[config.mk]
export PLATFORM = sky130hd
export DESIGN_NAME = iterative_muldiv_unit
export DESIGN_NICKNAME = d
export VERILOG_FILES = /design/src/rtl/iterative_muldiv_unit.sv
export SDC_FILE = /design/constraint.sdc
export NUM_CORES = 1
export LEC_CHECK = 0
export CAP_MARGIN = 15
export CORE_MARGIN = 1
export CORE_UTILIZATION = 55
export CTS_CLUSTER_DIAMETER = 120
export CTS_CLUSTER_SIZE = 28
export DETAILED_ROUTE_END_ITERATION = 6
export PLACE_DENSITY = 0.75
export SYNTH_ARGS = -nofsm -noshare
export SYNTH_HDL_FRONTEND = slang
export SYNTH_SLANG_ARGS = --single-unit
[constraint.sdc]
create_clock -name clk -period 14 [get_ports clk]
set_clock_uncertainty 0.2 [all_clocks]
set_input_delay 4.2 -clock clk [delete_from_list [all_inputs] [get_ports clk]]
set_output_delay 4.2 -clock clk [all_outputs]
set_load 0.02 [all_outputs]
[src/rtl/iterative_muldiv_unit.sv]
// Multi-cycle RV32M multiply/divide unit: shift-add multiplier and restoring
// divider sharing one 2*XLEN accumulator, one bit per clock.
module iterative_muldiv_unit #(
  parameter int XLEN = 32
) (
  input  logic            clk,
  input  logic            reset,
  input  logic            start,
  input  logic [2:0]      funct3,
  input  logic [XLEN-1:0] a,
  input  logic [XLEN-1:0] b,
  output logic            busy,
  output logic            done,
  output logic [XLEN-1:0] result
);

  localparam int CW = $clog2(XLEN);
  localparam logic [CW-1:0] LAST = CW'(XLEN - 1);
  localparam logic [XLEN-1:0] MIN_INT = {1'b1, {(XLEN-1){1'b0}}};

  typedef enum logic [1:0] {IDLE, CALC, DONE} state_t;

  state_t            state, state_nxt;
  logic [2:0]        op, op_nxt;
  logic [XLEN-1:0]   divisor, divisor_nxt;
  logic [2*XLEN-1:0] acc, acc_nxt;
  logic              neg, neg_nxt;
  logic [CW-1:0]     cnt, cnt_nxt;
  logic [XLEN-1:0]   result_q, result_nxt;

  logic            is_div, a_signed, b_signed, a_neg, b_neg, special;
  logic [XLEN-1:0] a_mag, b_mag, special_res;

  // Operand conditioning at acceptance; MUL is sign-agnostic so it runs unsigned.
  assign is_div   = funct3[2];
  assign a_signed = (funct3 == 3'b001) || (funct3 == 3'b010) ||
                    (funct3 == 3'b100) || (funct3 == 3'b110);
  assign b_signed = (funct3 == 3'b001) || (funct3 == 3'b100) || (funct3 == 3'b110);
  assign a_neg    = a_signed & a[XLEN-1];
  assign b_neg    = b_signed & b[XLEN-1];
  assign a_mag    = a_neg ? -a : a;
  assign b_mag    = b_neg ? -b : b;

  assign special = is_div && ((b == '0) ||
                   (!funct3[0] && (a == MIN_INT) && (b == '1)));
  assign special_res = (b == '0) ? (funct3[1] ? a : '1)
                                 : (funct3[1] ? '0 : a);

  logic [XLEN:0]     mul_sum, shifted, diff;
  logic [2*XLEN-1:0] mul_step, div_step, step, prod_fix;
  logic [XLEN-1:0]   quo, rem, final_res;

  // Divide keeps {remainder, dividend/quotient} in acc; multiply keeps {partial, multiplier}.
  assign mul_sum  = {1'b0, acc[2*XLEN-1:XLEN]} + (acc[0] ? {1'b0, divisor} : '0);
  assign mul_step = {mul_sum, acc[XLEN-1:1]};
  assign shifted  = {acc[2*XLEN-1:XLEN], acc[XLEN-1]};
  assign diff     = shifted - {1'b0, divisor};
  assign div_step = diff[XLEN] ? {shifted[XLEN-1:0], acc[XLEN-2:0], 1'b0}
                               : {diff[XLEN-1:0],    acc[XLEN-2:0], 1'b1};
  assign step     = op[2] ? div_step : mul_step;
  assign prod_fix = neg ? -step : step;
  assign quo      = step[XLEN-1:0];
  assign rem      = step[2*XLEN-1:XLEN];

  always_comb begin
    final_res = '0;
    case (op)
      3'b000:                 final_res = prod_fix[XLEN-1:0];
      3'b001, 3'b010, 3'b011: final_res = prod_fix[2*XLEN-1:XLEN];
      3'b100, 3'b101:         final_res = neg ? -quo : quo;
      default:                final_res = neg ? -rem : rem;
    endcase
  end

  always_comb begin
    state_nxt   = state;
    op_nxt      = op;
    divisor_nxt = divisor;
    acc_nxt     = acc;
    neg_nxt     = neg;
    cnt_nxt     = cnt;
    result_nxt  = result_q;
    case (state)
      IDLE, DONE: begin
        if (state == DONE) state_nxt = IDLE;
        if (start) begin
          op_nxt      = funct3;
          divisor_nxt = b_mag;
          acc_nxt     = {{XLEN{1'b0}}, a_mag};
          neg_nxt     = (is_div && funct3[1]) ? a_neg : (a_neg ^ b_neg);
          cnt_nxt     = '0;
          if (special) begin
            result_nxt = special_res;
            state_nxt  = DONE;
          end else begin
            state_nxt = CALC;
          end
        end
      end
      CALC: begin
        acc_nxt = step;
        cnt_nxt = cnt + 1'b1;
        if (cnt == LAST) begin
          result_nxt = final_res;
          state_nxt  = DONE;
        end
      end
      default: state_nxt = IDLE;
    endcase
  end

  always_ff @(posedge clk) begin
    if (reset) begin
      state    <= IDLE;
      op       <= '0;
      divisor  <= '0;
      acc      <= '0;
      neg      <= 1'b0;
      cnt      <= '0;
      result_q <= '0;
    end else begin
      state    <= state_nxt;
      op       <= op_nxt;
      divisor  <= divisor_nxt;
      acc      <= acc_nxt;
      neg      <= neg_nxt;
      cnt      <= cnt_nxt;
      result_q <= result_nxt;
    end
  end

  assign busy   = (state == CALC);
  assign done   = (state == DONE);
  assign result = result_q;

endmodule
* Word-level counts from Yosys, hierarchy flattened
Cells that the tools add are included.
Storage, ports and cells: register bits 139, logic and storage cells 84, output and inout port bits 34, bits of input ports 70
Cells by class: equal/unequal tests 18, add/subtract/negate cells 8, reduce and logical (&&, ||, !) cells 22, bitwise logic cells 3, multiplexer cells 26
Operators with widths (number):
- 2-to-1 mux 32 bit | 11
- 2-to-1 mux 64 bit | 4
- negator 32 bit | 4
- one-hot mux 64 bit (2 select lines) | 1
- one-hot mux 32 bit (3 select lines) | 1
- equality test 32 bit, second input constant | 2
- negator 64 bit | 1
- one-hot mux 32 bit (2 select lines) | 1
- adder 32 x 32 -> 33 bit | 1
- subtractor 33 x 32 -> 33 bit | 1
- zero test 32 bit | 1
- equality test 3 bit, second input constant | 4
- one-hot mux 5 bit (2 select lines) | 1
- equality test 3 x 2 -> 1 bit, second input constant | 3
- 2-to-1 mux 2 bit | 4
- equality test 3 x 1 -> 1 bit, second input constant | 2
- logical OR 1 bit | 6
- AND reduction 2 bit | 3
- adder 5 x 1 -> 5 bit, second input constant | 1
- equality test 5 bit, second input constant | 1
- 2-to-1 mux 5 bit | 1
- logical AND 1 bit | 4
- inequality test 2 bit, second input constant | 2
- one-hot mux 2 bit (2 select lines) | 1
- other kinds (14) | 16

* Longest topological paths before layout
word-level depth 8, depth in mapped cells 26, gate-level depth less buffers 24

* Least setup slack after synthesis
Ideal clock, no wire load.
kind input port to flip-flop, start in b[6], end reg result_q[13], in the netlist result[13], slack 6189 ps, arrival 7525 ps, stages 13, data required time 13714 ps, library setup time 86 ps, path buffers 3, path through or3_1 or3_1 nand2b_1 or4_1 or2_2 nor3_1 clkbuf_1 clkbuf_1 clkbuf_1 nand2_1 a21oi_1 nor2_1 a211oi_1
On the way: word-level cells in the longest chain between the ends 6, elaborated cells on any way between the ends 11, those cells by class eq/ne (2); mux (4); reduce/logical (5)
RTL lines:
- start: declaration | RTL line 11 | input logic [XLEN-1:0] b,
- equality test 32 bit | RTL line 45 | (!funct3[0] && (a == MIN_INT) && (b == '1)));
- logical AND 1 bit | RTL line 45
- logical OR 1 bit | RTL line 44 | assign special = is_div && ((b == '0) ||
- logical AND 1 bit | RTL line 44
- inequality test 2 bit (no line)
- AND reduction 4 bit (no line)
- end signal: assignment | RTL line 128 | result_q <= result_nxt;
- end: declaration | RTL line 29 | logic [XLEN-1:0] result_q, result_nxt;
Parallel ways exist; a longest one is shown, timed or not. The select of a mux whose other input is x is not followed. A chain may end at the register's enable or synchronous reset.

* Worst setup path in the final report
start in b[1], end reg result_q[29], in the netlist result[29]
The elaborated chain is that of the path after synthesis.

==> out/metrics.sh <==
OUTCOME='complete, but fails checks'
FAILING_CHECKS='DRC'
POWERDENSITY_nW_PER_UM2=90.48
SYN_NETS=2231
FILL_CELLS=2506
NUM_IO_PINS=104
P_INT_uW=868.5
GRT_START_MAX_NET_PINS=98
VIA_TOTAL_AFTER_DETAILED_ROUTING=16996
LAYOUT_MIN_CYCLE_TIME_PS=8622
COMBINATIONALPOWERSHARE=0.393
FINAL-HOLD-VIOLATION-COUNT=0
FINAL_CELL_COUNT_NO_FILL=2455
FLOORPLAN.DIE.WIDTH_UM=166.1
PORT-BUFFER-COUNT=103
CTS.ROOT.BUFFER_CELL='sky130_fd_sc_hd__clkbuf_16'
LAYOUT.CELLS.MOST_COMMON_LIST='sky130_fd_sc_hd__nor2_1 (266), sky130_fd_sc_hd__a21oi_1 (185), sky130_fd_sc_hd__nand2_1 (174)'
GPL.FINAL_WEIGHTED_CONGESTION=1.039
INITIAL_CORE_UTILIZATION=0.5651
SYN_AVG_CELL_AREA_UM2=7.093
CTS_SETUP_BUFFERS=0
SEQUENTIALPOWERSHARE=0.299
ANTENNA_VIOLATIONS_BEFORE_REPAIR=1
HOLDWS_PS=267.6
SYNTHSIMPLEGATEAREAFRAC=0.2322
SETUP-TNS-FINAL_PS=0
DETAIL-ROUTE-ANTENNA-NETS=0
TIMING.SETUP.CRITICAL_PATH_CLASS='in -> reg'
RRSETUPSLACK_PS=6600
GRT_SETUP_UNREPAIRED='no'
CRITICAL_PATH.MAX_FANOUT=48
FIN_UTIL=0.6332
SYNTH_EDF_COUNT=0
TRITONCTS='done'
POWER.LEAKAGE_uW=0.006286
DETAIL_ROUTE.VIAS_PER_CELL=6.923
WORST_HOLD_PATH_TYPE='reg -> reg'
WL_PER_CELL_UM=24.04
YOSYS-MUX-AREA-FRACTION=0.03126
CLKLATENCYLATEPIN_PS=440
SYNTH-COMPOUND-AREA-SHARE=0.3144
CLOCKPOWERSHARE=0.308
POSTLAYOUTCELLAREA_UM2=16590
DPL-INSTANCE-AREA_UM2=15990
POST-PLACE-CELLS=2422
POST_SYNTH_FA_HA_MAJ_AREA_FRACTION=0.07417
CRIT_PATH_END_KIND='flip-flop'
HTREE_NUM_LEVELS=4
SYNTH-ASYNC-RESET-RATIO=0
SWSHARE=0.4215
WORST-ENDPOINT-ARRIVAL_PS=8810
COUNT_OF_MAPPED_CELLS_OUT_OF_SYNTHESIS=2088
FP.DIEH_UM=166.1
GRT_USE_MET2=0.6159
POST_CTS_RESIZED=0
GRT_USAGE=0.4184
GR-MAX-USAGE-LAYER='met2'
SYNTH.YOSYS.WARNINGS=0
DRT_PRE_ANTENNA_ITERS=7
WORST_SETUP_HOLD_PATH_CLK_SLEW_PS=70
GROUTE.LAYER.MET3.USAGE=0.1094
SYNTHESIS.AREA_UM2=14810
DR.FIRST_ITER.DRC_COUNT=2328
DRT_DRC_VIOLATIONS_LEFT=5
YOSYS_REGISTER_BITS=139
SYNTH_TOP_FAMILY_BY_AREA='compound AO/OA/AOI/OAI gates'
MAX_CAP_VIOL_COUNT=0
PLACE_HPWL_UM=44830
ANTENNA-DIODE-COUNT=0
FMAX_MHz=116.0
FINAL_LAYOUT_SIZE_SUFFIX_GT1_FRAC=0.05849
YS.FLOP_TYPE='sky130_fd_sc_hd__dfxtp_1'
SYNTH_XOR_XNOR_AREA_SHARE=0.1094
FINAL_COMMON_CELL='sky130_fd_sc_hd__nor2_1'
CP_DATA_REQUIRED_TIME_PS=14190
START_KIND='input port'
IR_DROP_mV=0.07957
DIEAREA_UM2=27590
YOSYSSEQAREASHARE=0.1879
GLOBAL_ROUTE.USAGE.MET1=0.5863
LAYOUT.NETS=2250
CLOCK_SINKS=139
GRT_PASS1_VIAS=15195
AREA_GROWTH_SYN_TO_LAYOUT_PCT=12.04
COREAREA_UM2=26210
CTS_BUFFER_DEPTH=2
SLEW_HEADROOM=0.2489
GRT_PASS1_WL_UM=89430
TIMING.FINAL.MAX_SLEW_VIOLATIONS=0
GLOBALROUTE.TOTALOVERFLOW=0
SYNTHDISTINCTLIBCELLS=91
DETAIL_ROUTE.WIRELENGTH_UM=59010
POST-ROUTE-PERIOD-UTIL=0.6159
CTS_MADE_BUFFERS=17
SETUP_VIOL=0
NET-SWITCHING-POWER_uW=632.8
CTS_HOLD_REPAIR.BUFFERS=0
TIGHTEST_SLEW_PS=1098
ROW_COUNT=59
==> metrics by stage <==
stage,setup WS (ps),power [µW]
2_1_floorplan,6189,829.1
3_3_place_gp,5160,1010
3_5_place_dp,5019,1016
4_1_cts,5479,1471
5_1_grt,4985,1551
6_report,5378,1501
==> worst paths after layout <==
check | from | endpoint | depth (start not counted)
min | result[10] | result[10] | 2
min reg2reg | result[10] | result[10] | 2
max | b[1] | result[29] | 16
max reg2reg | divisor[0] | result[14] | 23
==> power by group through the flow <==
stage          Sequential [µW]  Combinational, µW  Clock, µW
2_1_floorplan              438                391          0
6_report                   448                591        462
3_5_place_dp               456                559          0
5_1_grt                    450                626        476
4_1_cts                    447                563        461
3_3_place_gp               456                554          0
==> layer usage <==
metal | wire length, µm | vias up
met4 | 2039 | 0
met5 | 0 | -
li1 | - | 7703
met2 | 24410 | 1092
met1 | 24810 | 8042
met3 | 7760 | 159
==> cell usage after synthesis, types with 6 or more instances <==
master / number / share of area
sky130_fd_sc_hd__nor3_1: 44 / 0.015
sky130_fd_sc_hd__and3_1: 11 / 0.0046
sky130_fd_sc_hd__mux2i_1: 26 / 0.018
sky130_fd_sc_hd__o221ai_1: 16 / 0.0095
sky130_fd_sc_hd__dfxtp_1: 139 / 0.19
sky130_fd_sc_hd__nand4_1: 27 / 0.011
sky130_fd_sc_hd__maj3_1: 17 / 0.011
sky130_fd_sc_hd__a211oi_1: 50 / 0.025
sky130_fd_sc_hd__a221oi_1: 31 / 0.018
sky130_fd_sc_hd__inv_1: 62 / 0.016
sky130_fd_sc_hd__or4_1: 10 / 0.0051
sky130_fd_sc_hd__xnor2_1: 96 / 0.057
sky130_fd_sc_hd__mux2_2: 17 / 0.013
sky130_fd_sc_hd__buf_2: 13 / 0.0044
sky130_fd_sc_hd__o41ai_1: 14 / 0.0083
sky130_fd_sc_hd__a211o_1: 10 / 0.0059
sky130_fd_sc_hd__a21o_1: 32 / 0.016
sky130_fd_sc_hd__nand2b_1: 14 / 0.0059
sky130_fd_sc_hd__nor4_1: 14 / 0.0059
sky130_fd_sc_hd__or3_1: 26 / 0.011
sky130_fd_sc_hd__ha_1: 71 / 0.060
sky130_fd_sc_hd__or2_2: 9 / 0.0038
sky130_fd_sc_hd__clkbuf_1: 107 / 0.027
sky130_fd_sc_hd__a22oi_1: 40 / 0.020
sky130_fd_sc_hd__xor2_1: 89 / 0.053
sky130_fd_sc_hd__nor2_1: 267 / 0.068
sky130_fd_sc_hd__nand3_1: 32 / 0.011
sky130_fd_sc_hd__o31ai_1: 23 / 0.012
sky130_fd_sc_hd__a31o_2: 8 / 0.0047
sky130_fd_sc_hd__o22ai_1: 6 / 0.0025
sky130_fd_sc_hd__o21ai_0: 154 / 0.052
sky130_fd_sc_hd__a311oi_1: 8 / 0.0047
sky130_fd_sc_hd__o21ai_1: 10 / 0.0034
sky130_fd_sc_hd__o21a_1: 18 / 0.0091
sky130_fd_sc_hd__a31oi_1: 24 / 0.010
sky130_fd_sc_hd__buf_1: 12 / 0.0030
sky130_fd_sc_hd__o211ai_1: 20 / 0.010
sky130_fd_sc_hd__nand2_1: 174 / 0.044
sky130_fd_sc_hd__and2_1: 42 / 0.018
sky130_fd_sc_hd__nor2b_1: 24 / 0.010
sky130_fd_sc_hd__a21oi_1: 185 / 0.063
==> registers in the layout (all words and copies together), names as in the netlist <==
register,count
divisor,32
state,2
op,3
neg,1
acc,64
result,32
cnt,5
==> cell families (layout without fill, tap and decap cells) <==
kind of cell | Yosys count | after routing
XOR/XNOR | 185 | 185
flip-flops | 139 | 139
AO/OA/AOI/OAI | 710 | 710
AND/OR/NAND/NOR | 724 | 724
buffers and inverters | 196 | 228
adder cells (fa/ha/maj) | 90 | 90
multiplexers | 44 | 44
==> critical path: stages <==
cell	delay, ps
sky130_fd_sc_hd__clkdlybuf4s50_1	470
sky130_fd_sc_hd__inv_1	110
sky130_fd_sc_hd__ha_1	230
sky130_fd_sc_hd__nand3_1	150
sky130_fd_sc_hd__or3_1	420
sky130_fd_sc_hd__nand2b_1	200
sky130_fd_sc_hd__or4_1	480
sky130_fd_sc_hd__or2_2	370
sky130_fd_sc_hd__nor3_2	160
sky130_fd_sc_hd__buf_4	430
sky130_fd_sc_hd__o21ai_1	270
sky130_fd_sc_hd__o21a_1	240
sky130_fd_sc_hd__buf_4	240
sky130_fd_sc_hd__nor2_1	300
sky130_fd_sc_hd__nor4b_1	340
sky130_fd_sc_hd__a221o_1	170
==> final cells by class <==
| cell class | instances | area, µm² | share of cell area |
|---|---|---|---|
| inverters | 64 | 240.2 | 0.01448 |
| clock inverters | 13 | 123.9 | 0.007465 |
| multi-input cells | 1753 | 11300 | 0.6811 |
| well taps | 335 | 419.2 | 0.02526 |
| repair buffers | 132 | 1266 | 0.07631 |
| clock buffers | 19 | 454.2 | 0.02737 |
| flip-flops and latches | 139 | 2788 | 0.1680 |
(Power assumes the default switching activity.)
